### src/rtl/lpddr5_pkg.sv
// Shared types and constants for the LPDDR5 memory arbiter.
package lpddr5_pkg;

  localparam int unsigned DEF_ADDR_WIDTH = 16;
  localparam int unsigned DEF_DATA_WIDTH = 64;

  // Write enable is held for this many cycles so the memory latches on its
  // second falling edge.
  localparam int unsigned WR_HOLD_CYCLES = 2;

  typedef enum logic [2:0] {
    IDLE,
    WR1,
    WR2,
    RD,
    RD_CAP,
    PD,
    WAKE
  } arb_state_e;

endpackage

### src/rtl/lpddr5_rr_arbiter.sv
// Combinational round-robin select: first valid requester at or after ptr_i.
module lpddr5_rr_arbiter #(
  parameter  int unsigned NUM_REQ = 2,
  localparam int unsigned IDX_W   = (NUM_REQ > 1) ? $clog2(NUM_REQ) : 1
) (
  input  logic [NUM_REQ-1:0] valid_i,
  input  logic [IDX_W-1:0]   ptr_i,
  output logic [NUM_REQ-1:0] grant_o,
  output logic [IDX_W-1:0]   idx_o,
  output logic               any_o
);

  logic [IDX_W-1:0] cand;
  logic             found;

  // Scan requesters in rotated order starting at the pointer.
  always_comb begin
    grant_o = '0;
    idx_o   = '0;
    cand    = '0;
    found   = 1'b0;
    for (int unsigned i = 0; i < NUM_REQ; i++) begin
      cand = IDX_W'((32'(ptr_i) + i) % NUM_REQ);
      if (!found && valid_i[cand]) begin
        found          = 1'b1;
        idx_o          = cand;
        grant_o[cand]  = 1'b1;
      end
    end
    any_o = found;
  end

endmodule

### src/rtl/lpddr5_mem_arbiter.sv
// LPDDR5 memory access sequencer with round-robin sharing and power-down.
// Optional per-requester grant and power-down cycle counters are built when
// LPDDR5_ARB_PERF_CNT_EN is defined.
module lpddr5_mem_arbiter
  import lpddr5_pkg::*;
#(
  parameter int unsigned NUM_REQ      = 2,
  parameter int unsigned ADDR_WIDTH   = DEF_ADDR_WIDTH,
  parameter int unsigned DATA_WIDTH   = DEF_DATA_WIDTH,
  parameter int unsigned IDLE_TIMEOUT = 16,
  parameter int unsigned WAKE_CYCLES  = 2
) (
  input  logic                          clk,
  input  logic                          rst_n,
  input  logic [NUM_REQ-1:0]            req_valid,
  output logic [NUM_REQ-1:0]            req_ready,
  input  logic [NUM_REQ-1:0]            req_we,
  input  logic [NUM_REQ*ADDR_WIDTH-1:0] req_addr,
  input  logic [NUM_REQ*DATA_WIDTH-1:0] req_wdata,
  output logic [NUM_REQ-1:0]            rsp_valid,
  output logic [DATA_WIDTH-1:0]         rsp_rdata,
  output logic                          mem_clk_en,
  output logic [ADDR_WIDTH-1:0]         mem_addr,
  output logic [DATA_WIDTH-1:0]         mem_wr_data,
  output logic                          mem_wr_en,
  output logic                          mem_rd_en,
  input  logic [DATA_WIDTH-1:0]         mem_rd_data
`ifdef LPDDR5_ARB_PERF_CNT_EN
  ,
  output logic [NUM_REQ*32-1:0]         perf_grants,
  output logic [31:0]                   perf_pd_cycles
`endif
);

  localparam int unsigned IDX_W = $clog2(NUM_REQ);
  localparam int unsigned IC_W  = $clog2(IDLE_TIMEOUT + 1);
  localparam int unsigned WC_W  = $clog2(WAKE_CYCLES + 1);

  arb_state_e            state_q;
  logic [IDX_W-1:0]      ptr_q, ptr_d;
  logic [NUM_REQ-1:0]    gnt_q;
  logic [IC_W-1:0]       idle_cnt_q, idle_cnt_d;
  logic [WC_W-1:0]       wake_cnt_q;

  logic [NUM_REQ-1:0]    rsp_valid_q;
  logic [DATA_WIDTH-1:0] rsp_rdata_q;
  logic                  mem_clk_en_q;
  logic [ADDR_WIDTH-1:0] mem_addr_q;
  logic [DATA_WIDTH-1:0] mem_wr_data_q;
  logic                  mem_wr_en_q;
  logic                  mem_rd_en_q;

  logic [NUM_REQ-1:0]    arb_gnt;
  logic [IDX_W-1:0]      arb_idx;
  logic                  arb_any;
  logic [ADDR_WIDTH-1:0] win_addr;
  logic [DATA_WIDTH-1:0] win_wdata;
  logic                  win_we;

  lpddr5_rr_arbiter #(
    .NUM_REQ (NUM_REQ)
  ) u_rr (
    .valid_i (req_valid),
    .ptr_i   (ptr_q),
    .grant_o (arb_gnt),
    .idx_o   (arb_idx),
    .any_o   (arb_any)
  );

  assign win_addr  = req_addr[arb_idx*ADDR_WIDTH +: ADDR_WIDTH];
  assign win_wdata = req_wdata[arb_idx*DATA_WIDTH +: DATA_WIDTH];
  assign win_we    = req_we[arb_idx];

  // Acceptance is only offered while idle; the grant is already one-hot.
  assign req_ready = (state_q == IDLE) ? arb_gnt : '0;

  // Next pointer after the winner and the saturating idle count.
  always_comb begin
    ptr_d      = (arb_idx == IDX_W'(NUM_REQ - 1)) ? '0 : arb_idx + 1'b1;
    idle_cnt_d = (idle_cnt_q == IC_W'(IDLE_TIMEOUT)) ? idle_cnt_q
                                                      : idle_cnt_q + 1'b1;
  end

  // Access sequencer, power management and all registered outputs.
  always_ff @(posedge clk or negedge rst_n) begin
    if (!rst_n) begin
      state_q       <= IDLE;
      ptr_q         <= '0;
      gnt_q         <= '0;
      idle_cnt_q    <= '0;
      wake_cnt_q    <= '0;
      rsp_valid_q   <= '0;
      rsp_rdata_q   <= '0;
      mem_clk_en_q  <= 1'b1;
      mem_addr_q    <= '0;
      mem_wr_data_q <= '0;
      mem_wr_en_q   <= 1'b0;
      mem_rd_en_q   <= 1'b0;
    end else begin
      rsp_valid_q <= '0;
      case (state_q)
        IDLE: begin
          if (arb_any) begin
            gnt_q         <= arb_gnt;
            ptr_q         <= ptr_d;
            idle_cnt_q    <= '0;
            mem_addr_q    <= win_addr;
            mem_wr_data_q <= win_wdata;
            if (win_we) begin
              mem_wr_en_q <= 1'b1;
              state_q     <= WR1;
            end else begin
              mem_rd_en_q <= 1'b1;
              state_q     <= RD;
            end
          end else begin
            idle_cnt_q <= idle_cnt_d;
            if (idle_cnt_d == IC_W'(IDLE_TIMEOUT)) begin
              mem_clk_en_q <= 1'b0;
              state_q      <= PD;
            end
          end
        end
        WR1: state_q <= WR2;
        WR2: begin
          mem_wr_en_q <= 1'b0;
          rsp_valid_q <= gnt_q;
          state_q     <= IDLE;
        end
        RD: begin
          mem_rd_en_q <= 1'b0;
          state_q     <= RD_CAP;
        end
        RD_CAP: begin
          rsp_rdata_q <= mem_rd_data;
          rsp_valid_q <= gnt_q;
          state_q     <= IDLE;
        end
        PD: begin
          if (|req_valid) begin
            mem_clk_en_q <= 1'b1;
            wake_cnt_q   <= '0;
            // Start the next idle window fresh rather than at saturation.
            idle_cnt_q   <= '0;
            state_q      <= WAKE;
          end
        end
        WAKE: begin
          if (wake_cnt_q == WC_W'(WAKE_CYCLES - 1)) begin
            state_q <= IDLE;
          end else begin
            wake_cnt_q <= wake_cnt_q + 1'b1;
          end
        end
        default: state_q <= IDLE;
      endcase
    end
  end

  assign rsp_valid   = rsp_valid_q;
  assign rsp_rdata   = rsp_rdata_q;
  assign mem_clk_en  = mem_clk_en_q;
  assign mem_addr    = mem_addr_q;
  assign mem_wr_data = mem_wr_data_q;
  assign mem_wr_en   = mem_wr_en_q;
  assign mem_rd_en   = mem_rd_en_q;

`ifdef LPDDR5_ARB_PERF_CNT_EN
  logic [NUM_REQ-1:0] hs;
  logic [31:0]        pd_cnt_q;

  assign hs = req_valid & req_ready;

  for (genvar gi = 0; gi < NUM_REQ; gi++) begin : g_grant_cnt
    logic [31:0] cnt_q;
    // Wrapping count of accepted requests for this requester.
    always_ff @(posedge clk or negedge rst_n) begin
      if (!rst_n) begin
        cnt_q <= '0;
      end else if (hs[gi]) begin
        cnt_q <= cnt_q + 32'd1;
      end
    end
    assign perf_grants[gi*32 +: 32] = cnt_q;
  end

  // Cycles spent with the memory clock disabled.
  always_ff @(posedge clk or negedge rst_n) begin
    if (!rst_n) begin
      pd_cnt_q <= '0;
    end else if (state_q == PD) begin
      pd_cnt_q <= pd_cnt_q + 32'd1;
    end
  end
  assign perf_pd_cycles = pd_cnt_q;
`else
  // No performance counters in this build.
`endif

endmodule

### config.mk
export PLATFORM = sky130hd
export DESIGN_NAME = lpddr5_mem_arbiter
export DESIGN_NICKNAME = d
export VERILOG_FILES = /design/src/rtl/lpddr5_pkg.sv /design/src/rtl/lpddr5_rr_arbiter.sv /design/src/rtl/lpddr5_mem_arbiter.sv
export SDC_FILE = /design/constraint.sdc
export NUM_CORES = 1
export LEC_CHECK = 0
export BUFFER_PORTS_ARGS = -buffer_cell sky130_fd_sc_hd__buf_2
export CAP_MARGIN = 0
export CORE_AREA = 2 2 149 151
export CTS_CLUSTER_SIZE = 12
export DETAILED_ROUTE_END_ITERATION = 7
export DIE_AREA = 0 0 151 153
export HOLD_SLACK_MARGIN = 0.1
export PLACE_DENSITY = 0.63
export SETUP_SLACK_MARGIN = 0.15
export SYNTH_ARGS = -nofsm -noshare
export SYNTH_HDL_FRONTEND = slang
export SYNTH_HIERARCHICAL = 1
export SYNTH_SLANG_ARGS = --single-unit
### constraint.sdc
create_clock -name clk -period 4.5 [get_ports clk]
set_input_delay 0.675 -clock clk [delete_from_list [all_inputs] [get_ports clk]]
set_output_delay 0.675 -clock clk [all_outputs]
set_load 0.02 [all_outputs]
Word-level counts from Yosys, hierarchy flattened
Cells that the tools add are included.
- flip-flop bits (word level): 162
- input bits: 230
- output and inout port bits: 151
- word-level logic and storage cells: 102
- add/sub/neg operators: 4
- order comparisons: 5
- equal/unequal tests: 18
- shifts and indexed selects: 2
- multiplexer cells: 42
- bitwise logic cells: 1
- reduce and logical (&&, ||, !) cells: 18
- operators with widths (operator ; count):
    $shiftx A128 B8 Y64 ; 1
    $shiftx A32 B6 Y16 ; 1
    $mux W1 ; 20
    $mux W5 ; 3
    $pmux W3 S5 ; 1
    $mux W2 ; 7
    $ne A2 B2 Y1 const B ; 7
    $mux W3 ; 4
    $reduce_and A3 Y1 ; 4
    $eq A5 B5 Y1 const B ; 2
    $pmux W5 S2 ; 1
    $eq A3 B3 Y1 const B ; 3
    $reduce_bool A2 Y1 ; 4
    $eq A3 B2 Y1 const B ; 2
    $lt A1 B2 Y1 const B ; 3
    $pmux W1 S2 ; 3
    $add A5 B1 Y5 const B ; 1
    $pmux W2 S2 ; 1
    $reduce_and A2 Y1 ; 2
    $reduce_and A4 Y1 ; 1
    $reduce_or A2 Y1 ; 2
    $eq A3 B1 Y1 const B ; 1
    $logic_and A1 B1 Y1 ; 3
    $logic_not A3 Y1 ; 1
    9 further kinds ; 12

Logic depth before layout (Yosys ltp)
- word-level depth: 11
- gate-level depth with buffers: 7
- mapped depth without buffers: 6

Cells and area by module
Netlist, hierarchy kept.
- by module, submodules not included (module ; times used ; cells each ; area each (um^2) ; sequential area each (um^2)):
    lpddr5_mem_arbiter ; 1 ; 591 ; 7008.0 ; 4055.1
    lpddr5_rr_arbiter ; 1 ; 5 ; 32.5 ; 0.0

Worst setup path before layout
OpenSTA, ideal clock, no wires.
- path kind: input -> register
- start point: input port req_valid[1]
- end point: register state_q[1]
- library setup time: 0.064 ns
- arrival time: 1.831 ns
- data required time: 4.436 ns
- slack: 2.605 ns
- stages: 6
- path buffers: 1
- path through: a21boi_0 > buf_2 > mux2_1 > or3_1 > o21ai_1 > a21bo_1
- cells in the longest elaborated chain, start to end: 11
- elaborated cells on any way between the ends: 19
- those cells by class: eq/ne (2); mux (13); reduce/logical (4)
- ends and longest elaborated chain (element ; line ; text):
    start, declared ; lpddr5_mem_arbiter.sv:15 ; input logic [NUM_REQ-1:0] req_valid,
    $mux W1 (implied by the code) (2 in series) ; lpddr5_rr_arbiter.sv:24 ; if (!found && valid_i[cand]) begin
    $mux W1 ; lpddr5_rr_arbiter.sv:24 ;
    $logic_not A1 Y1 ; lpddr5_rr_arbiter.sv:24 ;
    $logic_and A1 B1 Y1 ; lpddr5_rr_arbiter.sv:24 ;
    $mux W1 ; lpddr5_rr_arbiter.sv:24 ;
    $mux W1 (implied by the code) (2 in series) ; lpddr5_mem_arbiter.sv:72 ; assign win_we = req_we[arb_idx];
    $mux W2 ; lpddr5_mem_arbiter.sv:109 ; if (win_we) begin
    $mux W3 ; lpddr5_mem_arbiter.sv:103 ; if (arb_any) begin
    $pmux W3 S5 ; lpddr5_mem_arbiter.sv:101 ; case (state_q)
    end signal, assigned ; lpddr5_mem_arbiter.sv:111 ; state_q <= WR1;
    end signal, assigned ; lpddr5_mem_arbiter.sv:114 ; state_q <= RD;
    end signal, assigned ; lpddr5_mem_arbiter.sv:120 ; state_q <= PD;
    end, declared ; lpddr5_mem_arbiter.sv:39 ; arb_state_e state_q;
Several ways; a longest one is shown, not always the timed one. The select of a mux whose other input is x is not followed.
A chain may end at the register's enable or synchronous reset.

Worst setup path after layout
- start point: register state_q[1]
- end point: output port req_ready[0]
- cells in the longest elaborated chain, start to end: 2
- ends and longest elaborated chain (element ; line ; text):
    start signal, assigned ; lpddr5_mem_arbiter.sv:87 ; state_q <= IDLE;
    start signal, assigned ; lpddr5_mem_arbiter.sv:111 ;
    start signal, assigned ; lpddr5_mem_arbiter.sv:114 ;
    $logic_not A3 Y1 ; lpddr5_mem_arbiter.sv:75 ; assign req_ready = (state_q == IDLE) ? arb_gnt : '0;
    $mux W2 ; lpddr5_mem_arbiter.sv:75 ;
    end, declared ; lpddr5_mem_arbiter.sv:16 ; output logic [NUM_REQ-1:0] req_ready,
Every way passes these cells.

==> impl_results.md <==
* Worst hold path type: input port to async pin
* Vias per std cell at 4.54
* Synth Register Bits at between 150 and 200
* Fin nets at approximately 1200
* Chip width at roughly 150 um
* Final core occ at around 46%
* Critical Path RT at roughly 3.8 ns
* First drt pass iteration count at 4
* Largest net degree at the start of global routing at 107
* Number of port buffers at 380
* Reg2reg end: mem_wr_data[57]
* Vias in the first global route at between 5000 and 6000
* Outcome: finished clean
* DRT iter0 DRCs at roughly 190
* H-tree depth at 4
* Hpwl dp at about 15000 um
* Antenna-violating nets left at 0
* Peak VDD IR at around 0.3 mV
* CTS Buf Count at 17
* GR Util met2 at 28.6%
* Row count at 54
* Post-cts sizing count at 0
* Worst-path fanout max at 16
* # hold bufs at CTS at 0
* Synth cell types at 45
* Worst Skew at ~0.013 ns
* Pleak at 5.04 nW
* Clock buffer depth at 2
* Most frequent cell after synthesis: dfrtp_1
* Worst-path clk slew at around 0.080 ns
* CTS tree: yes
* Syn. warnings at 6
* Netlist Area Pre-Place at approximately 7000 um^2
* Via Count at ~5700
* Pwr Total at ~7.3 mW
* WS Path Type: flip-flop to output port
* Worst-Margin Slew at 0.892 ns
* Starting Density at 32.8%
* Final Setup Violations at 0
* GR Layer Usage met3 at approximately 6.3%
* Max-slew headroom at just over 40%
* Yosys top cell by area: dfrtp_1
* Die extent in y at about 150 um
* Unrepaired setup endpoints after global routing: no
* Fmax at around 400 MHz
* Min cycle time layout at between 2 and 2.5 ns
* Gr usage total at between 15 and 20%
* Die area at approximately 23000 um^2
* R2R Path Start: state_q[1]
* GRT Residual Overflow at 0
* Initial antenna violation count at 3
* Proportion of layout cells with a drive suffix above 1 at roughly half
* Area Growth Syn to Fin at 39.8%
* Post-synth EDFFs at 0
* FFs w/ async S/R, synth at 100%
* Post-synthesis sequential area ratio at 57.6%
* Crit path DAT at 1.80 ns
* CP Capture Type: output port
* Final number of hold-violating endpoints at 0
* Setup slack, reg-to-reg at around 2.3 ns
* GPL Wtd Cong at 0.749
* Core area at about 21000 um^2
* Mean Syn Cell Area at approximately 12 um^2
* Post-Syn Nets at just over 800
* Top_reg_cell synth: dfrtp_1
* Met1 GRT Util at roughly a fifth
* Max-Cap Viols at 0
* Wirelength, routed at 19800 um
* Post-route DRC at 0
* Ports at about 380
* Most instantiated cells after synthesis: 161 x dfrtp_1, 95 x nand2_1, 80 x mux2i_1, 73 x o21ai_1, 64 x mux2_2
* Clock sink total at approximately 160
* R2R depth at 5
* Top post-synthesis cells by area: dfrtp_1 57%, mux2i_1 11%, mux2_2 10%, o21ai_1 5.2%, nand2_1 5.1%
* GR peak layer: met2
* First-pass GRT wire length at 30100 um
* Share of the synthesized area in the top cell type at 57.2%
* Setup bufs post-CTS at 0
* CTS Root Cell: clkbuf_16
* Hold Slack at roughly 0.28 ns
* Setup crit start: state_q[1]
* Final period util at ~55%
* Detailed-route wire length per cell at about 16 um
* CP startpoint kind: flip-flop
* Final Max Slew Viols at 0
* Worst skew pair latency at roughly 0.42 ns
* Cells after Synth at 596
* P per Cell Area at about 750 nW/um^2
* Setup Total Neg Slack at 0 ns
## where the power goes
part | leakage (nW) | internal (mW) | switching, mW | total (mW)
Sequential | 1.97 | 2.17 | 0.380 | 2.55
Combinational | 2.75 | 1.25 | 1.98 | 3.23
Clock | 0.312 | 0.916 | 0.652 | 1.57
## state kept, by name, indices dropped and copies added (netlist names)
register	cells
wake_cnt_q	2
rsp_valid	2
rsp_rdata	64
mem_wr_en	1
gnt_q	2
idle_cnt_q	5
mem_rd_en	1
state_q	3
mem_addr	16
ptr_q	1
mem_clk_en	1
mem_wr_data	64
## stage by stage
step / instances / setup WS (ns) / instance area (um^2)
2_1_floorplan: 596 / 2.61 / 7040
3_3_place_gp: 1224 / 1.99 / 9200
3_5_place_dp: 1224 / 1.94 / 9200
4_1_cts: 1256 / 2.00 / 9840
5_1_grt: 1257 / 1.91 / 9840
6_report: 1258 / 2.02 / 9840
## worst max-delay path by stage
stage	end	slack [ns]	depth (start not counted)
2_1_floorplan	state_q[1]	2.61	6
6_report	req_ready[0]	2.02	3
3_3_place_gp	state_q[1]	1.99	6
4_1_cts	req_ready[0]	2.00	3
3_5_place_dp	state_q[1]	1.94	6
5_1_grt	req_ready[1]	1.91	3
## kinds of logic after synthesis
kind of cell / after synthesis / share of synthesized area, %
xor+xnor: 2 / 0.249
buf+inv: 44 / 3.15
simple gates: 132 / 8.35
flops: 162 / 57.6
compound gates: 108 / 8.35
fa+ha+maj: 3 / 0.533
mux: 145 / 21.8
## worst max-delay path, cell delays in order (launching register included)
cell     delay (ns)
dfrtp_1        0.55
nor3_1         0.46
and2_1         0.20
buf_2          0.16
## cells in the final DEF, fill, tap and decap left out, types with 3 or more instances in the layout
cell type  Yosys  layout
buf_2         21     379
dfrtp_1      161     161
nand2_1       95      94
mux2i_1       80      80
o21ai_1       73      73
mux2_2        64      64
o21ai_0       17      17
clkbuf_16      0      17
inv_1          7       7
nor2_1         6       6
and2_1         6       6
inv_8          0       5
nand3_1        4       4
o22ai_1        4       4
nor2b_1        3       3
nand3b_1       3       3
a21oi_1        3       3
ha_1           3       3
bufinv_16      0       3
inv_6          0       3
buf_12         0       3
## per-layer routing
| layer | vias up | share of wire, % |
|---|---|---|
| met5 | - | 0.055 |
| met4 | 2 | 1.6 |
| met3 | 25 | 9.5 |
| met2 | 262 | 49 |
| met1 | 2614 | 40 |
| li1 | 2812 | - |
## layout make-up
type | instances | area [um^2]
fill | 2048 | 11600
tap | 280 | 350
multi-input combinational | 390 | 2790
inverter | 7 | 26.3
clock buffer | 19 | 443
sequential | 162 | 4060
clock inverter | 13 | 190
antenna | 2 | 5.00
timing repair buffer | 385 | 1980
Power figures use the tool's default switching activity.
